===== config.mk =====
export PLATFORM = sky130hd
export DESIGN_NAME = counter_sequencer
export DESIGN_NICKNAME = d
export VERILOG_FILES = /design/src/rtl/counter_pkg.sv /design/src/rtl/sync_counter4.sv /design/src/rtl/counter_sequencer.sv
export SDC_FILE = /design/constraint.sdc
export NUM_CORES = 1
export LEC_CHECK = 0
export ABC_AREA = 1
export CORE_AREA = 8 8 47 49
export DETAILED_ROUTE_END_ITERATION = 16
export DIE_AREA = 0 0 55 57
export GPL_ROUTABILITY_DRIVEN = 0
export PLACE_DENSITY = 0.86
export SETUP_SLACK_MARGIN = 0.05
export SLEW_MARGIN = 20
export SYNTH_ARGS = -nofsm -noshare
export SYNTH_HDL_FRONTEND = slang
export SYNTH_SLANG_ARGS = --single-unit
export TNS_END_PERCENT = 1

===== constraint.sdc =====
create_clock -name CLK -period 2 [get_ports CLK]
set_input_delay 0.4 -clock CLK [delete_from_list [all_inputs] [get_ports CLK]]
set_output_delay 0.4 -clock CLK [all_outputs]
set_load 0.02 [all_outputs]

===== src/rtl/counter_pkg.sv =====
// Shared definitions for the counter sequencer: default width, FSM state
// encoding and run-mode encoding.
package counter_pkg;

  localparam int CNT_WIDTH = 4;

  // 2'b11 is deliberately left unnamed; the FSM decodes it back to idle.
  typedef enum logic [1:0] {
    ST_IDLE = 2'b00,
    ST_RUN  = 2'b01,
    ST_FIN  = 2'b10
  } state_t;

  localparam logic MODE_ONESHOT  = 1'b0;
  localparam logic MODE_PERIODIC = 1'b1;

endpackage


===== src/rtl/sync_counter4.sv =====
// Synchronous up-counter with clear (dominant) and count enable.
module sync_counter4 #(
  parameter int WIDTH = 4
) (
  input  logic             CLK,
  input  logic             clear,
  input  logic             enable,
  output logic [WIDTH-1:0] NUM
);

  always_ff @(posedge CLK) begin
    if (clear) begin
      NUM <= '0;
    end else if (enable) begin
      NUM <= NUM + WIDTH'(1);
    end
  end

endmodule


===== src/rtl/counter_sequencer.sv =====
// Sequences a clearable up-counter through one-shot or periodic count runs
// with start/stop/pause control and a registered terminal-count pulse.
module counter_sequencer
  import counter_pkg::*;
#(
  parameter int WIDTH = CNT_WIDTH
) (
  input  logic             CLK,
  input  logic             RESET,
  input  logic             START,
  input  logic             STOP,
  input  logic             PAUSE,
  input  logic             MODE,
  input  logic [WIDTH-1:0] TC,
  output logic [WIDTH-1:0] NUM,
  output logic             BUSY,
  output logic             DONE,
  output logic [1:0]       STATE
);

  state_t           state;
  state_t           state_nxt;
  logic [WIDTH-1:0] tc_q;
  logic             mode_q;
  logic             terminal;
  logic             cnt_clear;
  logic             cnt_en;
  logic             latch_cmd;
  logic             done_nxt;

  assign terminal = (NUM == tc_q);

  // State register
  always_ff @(posedge CLK) begin
    if (RESET) begin
      state <= ST_IDLE;
    end else begin
      state <= state_nxt;
    end
  end

  // Run parameters are captured only when a start is accepted.
  always_ff @(posedge CLK) begin
    if (RESET) begin
      tc_q   <= '0;
      mode_q <= MODE_ONESHOT;
      DONE   <= 1'b0;
    end else begin
      DONE <= done_nxt;
      if (latch_cmd) begin
        tc_q   <= TC;
        mode_q <= MODE;
      end
    end
  end

  // Next-state logic; STOP outranks every other command.
  always_comb begin
    state_nxt = ST_IDLE;
    if (!STOP) begin
      case (state)
        ST_IDLE: state_nxt = START ? ST_RUN : ST_IDLE;
        ST_RUN: begin
          if (!PAUSE && terminal && (mode_q == MODE_ONESHOT)) begin
            state_nxt = ST_FIN;
          end else begin
            state_nxt = ST_RUN;
          end
        end
        ST_FIN:  state_nxt = START ? ST_RUN : ST_FIN;
        default: state_nxt = ST_IDLE;
      endcase
    end
  end

  // Datapath controls. A one-shot terminal simply withholds the enable,
  // which is what keeps NUM parked at tc_q through FIN.
  always_comb begin
    cnt_clear = 1'b0;
    cnt_en    = 1'b0;
    latch_cmd = 1'b0;
    done_nxt  = 1'b0;
    if (STOP) begin
      cnt_clear = 1'b1;
    end else begin
      case (state)
        ST_IDLE: begin
          cnt_clear = 1'b1;
          latch_cmd = START;
        end
        ST_RUN: begin
          if (!PAUSE) begin
            if (terminal) begin
              done_nxt  = 1'b1;
              cnt_clear = (mode_q == MODE_PERIODIC);
            end else begin
              cnt_en = 1'b1;
            end
          end
        end
        ST_FIN: begin
          cnt_clear = START;
          latch_cmd = START;
        end
        default: cnt_clear = 1'b1;
      endcase
    end
  end

  assign BUSY  = (state == ST_RUN);
  assign STATE = state;

  sync_counter4 #(
    .WIDTH(WIDTH)
  ) u_counter (
    .CLK   (CLK),
    .clear (RESET | cnt_clear),
    .enable(cnt_en),
    .NUM   (NUM)
  );

endmodule


==> results.yml, run 1 <==
status:
  status: "finished, final reports clean"
synthesis:
  synth.area.top_cells: "dfxtp_1 36%, nand2_1 11%, ha_1 9.3%"
  syn_nets: 106
  ys_types: 18
  ys_ff_latch: 12
  yosys_warnings: 0
  netlist_top_cells_count: "19 x nand2_1, 14 x inv_1, 12 x dfxtp_1"
  post-synth-top-count-cell: "nand2_1"
  ys.flop_type: "dfxtp_1"
  async_flop_share_pct: 0
  yosys.area.top_type: "dfxtp_1"
  yosysTopAreaCellShare_pct: 35.75
  synth-edff-count: 0
  synthesis.area_um2: 671.9
  yosysSeqAreaShare_pct: 35.75
  syn_inst: 91
  syn_avg_cell_area_um2: 7.383
final_layout:
  drive_gt1_share_pct: 9.735
  antenna_cells: 0
  layout.nets: 129
  multiInputGateArea_um2: 375.4
  seq_area_um2: 240.2
  fillCellCount: 156
  area_growth_pct: 34.82
route:
  vias_per_cell: 4.915
  detail-route-antenna-nets: 0
  first_pass_iters: 4
  drt_iter0_markers: 9
  drc: 0
  wl_per_cell_um: 11.77
  drt-total-wl_mm: 1.530
  vias: 639
cts:
  cts_inserted_buffers: 3
  hold_buffers: 0
  path_clk_slew_ps: 80
  cts_tree: "yes"
  root_buffer: "clkbuf_4"
  htreeDepth: 1
  clock_sinks: 12
  clock_latency_ps: 280
  max-clock-path-buffers: 2
global_route:
  grt_pass1_vias: 661
  overflow: 0
  grtUsageTotal_pct: 11.21
  antenna_found_initial: 0
  grt_max_degree: 11
  grt_pass1_wl_mm: 2.649
pwr:
  cellPowerDensity_nw_per_um2: 596.2
  leakage_nw: 0.3645
  vdd_drop_max_mv: 0.2934
floorplanning:
  ioPinCount: 18
  num_rows: 15
  core_area_um2: 1577
  fp.dieW_um: 55
  die_y_um: 57
  fp.dieArea_um2: 3135
  start_util_pct: 42.62
worst_setup_path:
  crit_type: "reg -> out"
  path_delay_family: "buffers and inverters"
  cp.buffers_inverters: 1
  cpPeakStageDelay_ps: 650
  startpoint_type: "flop"
  endpoint_kind: "output port"
  arrival_ps: 1390
  critPathMaxFanout: 6
  cp_cell_sequence: "clkdlybuf4s50_1"
  crit_required_ps: 1600
  critPathSlowestCell: "clkdlybuf4s50_1"
sta:
  slew_violations: 0
  skew_ps: 8.191
  worst_slew_pin_slew_ps: 421.8
  finalCriticalPeriod_ps: 1791
  rsz0062_at_grt: "no"
  timing.final.crit_share_pct: 89.53
  max_freq_mhz: 558.5
  tns_ps: 0
  hold_viol: 0
  setup_viol: 0
  max-slew-margin-rel_pct: 71.78
  hold_slack_ps: 489.6
place:
  place_hpwl_mm: 1.221
  io_buffers: 17
run:
  cap_violations: 0
worst_hold_path:
  hold_class: "reg -> reg"
-- power breakdown --
| group | internal [W] | switching [W] |
|---|---|---|
| Combinational | 0.0000412 | 0.0000489 |
| Sequential | 0.000247 | 0.00000523 |
| Clock | 0.000111 | 0.0000866 |
| Total | 0.000399 | 0.000141 |
-- metal layers --
layer  track usage [%]  share of wire, %  up-vias  routed length [um]
met5                 0                 0        -                   0
met4             7.216               1.9        0                  29
met3             4.416               7.0        3                 107
met2             16.21                44       20                 667
met1             13.06                47      280                 725
li1                  -                 -      336                   -
-- cell usage in the layout, fill, tap and decap left out, drive strengths merged, types with 4 or more instances in the layout --
cell / n
ha: 5
a211oi: 6
nor2: 11
nand2: 22
clkdlybuf4s50: 16
nand3: 7
dfxtp: 12
inv: 14
clkbuf: 4
a21oi: 6
-- flip-flops by register name (all words and copies together), names as in the netlist --
| signal | flops |
|---|---|
| tc_q | 4 |
| u_counter.NUM | 4 |
| STATE | 2 |
| DONE | 1 |
| mode_q | 1 |
-- kinds of logic (layout without fill, tap and decap cells) --
family | Yosys count | after routing | share of synthesized area (%)
flops | 12 | 12 | 35.75
buf+inv | 15 | 37 | 8.379
compound gates | 13 | 13 | 11.92
simple gates | 44 | 44 | 32.03
fa+ha+maj | 5 | 5 | 9.311
xor+xnor | 2 | 2 | 2.608
-- area by class of cell --
class,count,share of cell area (%)
inverters,15,6.215
repair buffers,18,19.48
flip-flops and latches,12,26.52
clock buffers,4,4.006
multi-input cells,64,41.44
well taps,17,2.348
-- stage by stage --
stage                     cell area [um2]  worst slack, ps  cells  util (%)  total power [W]
final                               905.9            209.5    130     57.46        0.0005401
after global routing                905.9            156.5    130     57.46        0.0005716
after CTS                           905.9            196.7    130     57.46        0.0005455
after detailed placement            870.8            302.5    126     55.24        0.0003485
after global placement              870.8            342.7    126     55.24        0.0003463
after floorplan                     671.9            448.1     91         -        0.0003119
-- worst paths after layout --
| path | end | startpoint | cells after the start | slack (ps) |
|---|---|---|---|---|
| worst min-delay path | tc_q[0]$_SDFFE_PP0P_ | tc_q[0]$_SDFFE_PP0P_ | 2 | 490 |
| worst max register to register | u_counter.NUM[2]$_SDFFE_PP0P_ | STATE[1]$_SDFF_PP0_ | 6 | 520 |
| worst max-delay path | NUM[2] | u_counter.NUM[2]$_SDFFE_PP0P_ | 1 | 210 |
| worst min register to register | tc_q[0]$_SDFFE_PP0P_ | tc_q[0]$_SDFFE_PP0P_ | 2 | 490 |
-- what timing repair did --
item	in CTS	in global routing
buffers inserted	0	0
resized for setup	1	0
endpoints found under the setup margin	1	0
Power figures use the tool's default switching activity.
==> inputs of run 2 (changes only) <==
CORE_AREA = 8 8 46 48   (was 8 8 47 49)
DIE_AREA = 0 0 54 56   (was 0 0 55 57)
PLACE_DENSITY = 0.89   (was 0.86)
SKIP_CTS_REPAIR_TIMING = 1   (was not set)
SYNTH_HIERARCHICAL = 1   (was not set)
clock period = 2.3 ns   (was 2 ns; I/O delays follow)
==> run 2 against run 1 <==
Net effect:
- combinational power shrank 21%
- cell count stayed put
- flip-flop and latch count unchanged
- via count down 0.63%
- die area shrank 3.5%
- highest routed layer unchanged
- non-clock buffer count did not move
- largest cell class unchanged
- wire length decreased by 2.0%
- worst hold slack got worse by 2.4 ps
==> results.yml, run 2 <==
pwr:
  vdd_drop_max_mv: 0.2358
  combinationalPowerShare_pct: 16.9
  clkPwrFrac_pct: 30.6
  switching_share_pct: 26.07
  leakage_nw: 0.3497
  cellPowerDensity_nw_per_um2: 471.0
  internal_power_w: 0.0003093
  p_switching_w: 0.0001091
  seqPwrFrac_pct: 52.4
sta:
  hold_viol: 0
  worst_slew_pin_slew_ps: 406.1
  setup_viol: 0
  finalCriticalPeriod_ps: 2071
  rsz0062_at_grt: "no"
  slew_violations: 0
  max_freq_mhz: 483.0
  timing.final.crit_share_pct: 90.02
  tns_ps: 0
  max-slew-margin-rel_pct: 72.93
  skew_ps: 11.19
synthesis:
  syn_nets: 108
  yosysTopAreaCellShare_pct: 35.96
  netlist_top_cells_count: "19 x nand2_1, 15 x inv_1, 12 x dfxtp_1"
  post-synth-top-count-cell: "nand2_1"
  ys_types: 17
  ys.flop_type: "dfxtp_1"
  yosys.area.top_type: "dfxtp_1"
  syn_avg_cell_area_um2: 7.184
  yosysSeqAreaShare_pct: 35.96
  syn_inst: 93
  synth.area.top_cells: "dfxtp_1 36%, nand2_1 11%, ha_1 9.4%"
  yosys_warnings: 6
  async_flop_share_pct: 0
  synth-edff-count: 0
  ys_ff_latch: 12
  synthesis.area_um2: 668.1
global_route:
  grtUsageTotal_pct: 11.26
  grt_pass1_vias: 620
  antenna_found_initial: 0
  overflow: 0
  grt_max_degree: 10
  grt_pass1_wl_mm: 2.684
run:
  cap_violations: 0
cts:
  clock_sinks: 12
  htreeDepth: 1
  max-clock-path-buffers: 2
  cts_inserted_buffers: 3
  cts_tree: "yes"
  clock_latency_ps: 270
  root_buffer: "clkbuf_4"
  path_clk_slew_ps: 80
floorplanning:
  fp.dieW_um: 54
  die_y_um: 56
  start_util_pct: 46.52
  fp.dieArea_um2: 3024
  core_area_um2: 1436
  ioPinCount: 18
  num_rows: 14
worst_setup_path:
  startpoint_type: "flop"
  crit_required_ps: 1840
  endpoint_kind: "output port"
  cp_cell_sequence: "inv_1 > ha_1 > clkdlybuf4s50_1"
  r2r_end: "u_counter/NUM[3]$_SDFFE_PP0P_"
  critPathSlowestCell: "clkdlybuf4s50_1"
  critPathMaxFanout: 5
  regToRegSetupSlack_ps: 620
  reg2reg_depth: 9
  rr_startpoint: "STATE[1]$_SDFF_PP0_"
  arrival_ps: 1610
  crit_type: "reg -> out"
  cpPeakStageDelay_ps: 640
route:
  vias_per_cell: 4.885
  wl_per_cell_um: 11.54
  drc: 0
  vias: 635
  drt-total-wl_mm: 1.500
  drt_iter0_markers: 13
  detail-route-antenna-nets: 0
  first_pass_iters: 4
worst_hold_path:
  holdPathStages: 2
  hold_class: "reg -> reg"
  min_to: "tc_q[0]$_SDFFE_PP0P_"
  hp-start: "tc_q[0]$_SDFFE_PP0P_"
status:
  status: "finished, final reports clean"
final_layout:
  final_cell_mix: "19 x nand2_1, 17 x clkdlybuf4s50_1, 15 x inv_1"
  drive_gt1_share_pct: 13.16
  final_common_cell: "nand2_1"
  fillCellCount: 133
  antenna_cells: 0
  stdcell_count: 130
  area_growth_pct: 32.96
  layout.nets: 131
place:
  place_hpwl_mm: 1.225
  io_buffers: 17
  dp_cells: 127
[run 2: cell count changes after synthesis, moves of 2 or more]
cell,change
nand2_2,+4
nand2_4,-2
a211oi_1,-2
nor2_1,+2
nand3_1,-3
xor2_1,-2
[run 2: power by group through the flow]
stage	clock network (W)	registers (W)	logic (W)
2_1_floorplan	0	0.000225	0.0000390
3_3_place_gp	0	0.000224	0.0000688
3_5_place_dp	0	0.000224	0.0000710
4_1_cts	0.000132	0.000219	0.0000713
5_1_grt	0.000148	0.000220	0.0000782
6_report	0.000128	0.000219	0.0000709
[run 2: per-stage QoR]
step / total power, W / util, % / instance area [um2] / hold slack [ps] / setup WS (ps)
final: 0.0004184 / 61.85 / 888.4 / 487.2 / 229.4
after detailed placement: 0.0002952 / 60.28 / 865.8 / 472.6 / 338.9
after floorplan: 0.0002637 / - / 668.1 / 448.9 / 532.0
after global routing: 0.0004469 / 61.85 / 888.4 / 508.5 / 144.3
after global placement: 0.0002924 / 60.28 / 865.8 / 468.7 / 385.3
after CTS: 0.0004227 / 61.85 / 888.4 / 489.0 / 225.6
[run 2: final cells by class]
cell class | count | area, um2 | area share (%)
repair buffers | 18 | 177.7 | 20.00
clock buffers | 3 | 22.52 | 2.535
well taps | 16 | 20.02 | 2.254
inverters | 16 | 60.06 | 6.761
multi-input cells | 65 | 367.9 | 41.41
flip-flops and latches | 12 | 240.2 | 27.04
[run 2: worst max path at each step]
| stage | startpoint | cells after the start | slack, ps | end |
|---|---|---|---|---|
| final | STATE[1]$_SDFF_PP0_ | 3 | 230 | BUSY |
| after global routing | STATE[1]$_SDFF_PP0_ | 3 | 140 | BUSY |
| after CTS | STATE[1]$_SDFF_PP0_ | 3 | 230 | BUSY |
| after detailed placement | STOP | 9 | 340 | u_counter/NUM[3]$_SDFFE_PP0P_ |
| after global placement | STOP | 9 | 390 | u_counter/NUM[3]$_SDFFE_PP0P_ |
| after floorplan | STATE[0]$_SDFF_PP0_ | 8 | 530 | u_counter/NUM[3]$_SDFFE_PP0P_ |
[run 2: logic make-up after synthesis]
group	synth area share [%]
and+or+nand+nor	33.71
DFF	35.95
AOI/OAI and AO/OA	11.98
buffers and inverters	8.988
adders and majority gates	9.363
[run 2: layer usage]
| metal | routed length (um) | vias to the layer above | track usage [%] |
|---|---|---|---|
| met3 | 89 | 4 | 2.941 |
| met4 | 25 | 0 | 5.282 |
| li1 | - | 335 | - |
| met5 | 0 | - | 0 |
| met2 | 743 | 17 | 17.58 |
| met1 | 642 | 279 | 13.57 |
[run 2: critical path, delay by kind of cell (launching register included)]
kind	cells	cell delay, ps
DFF	1	350
adders and majority gates	1	240
buffers and inverters	2	740
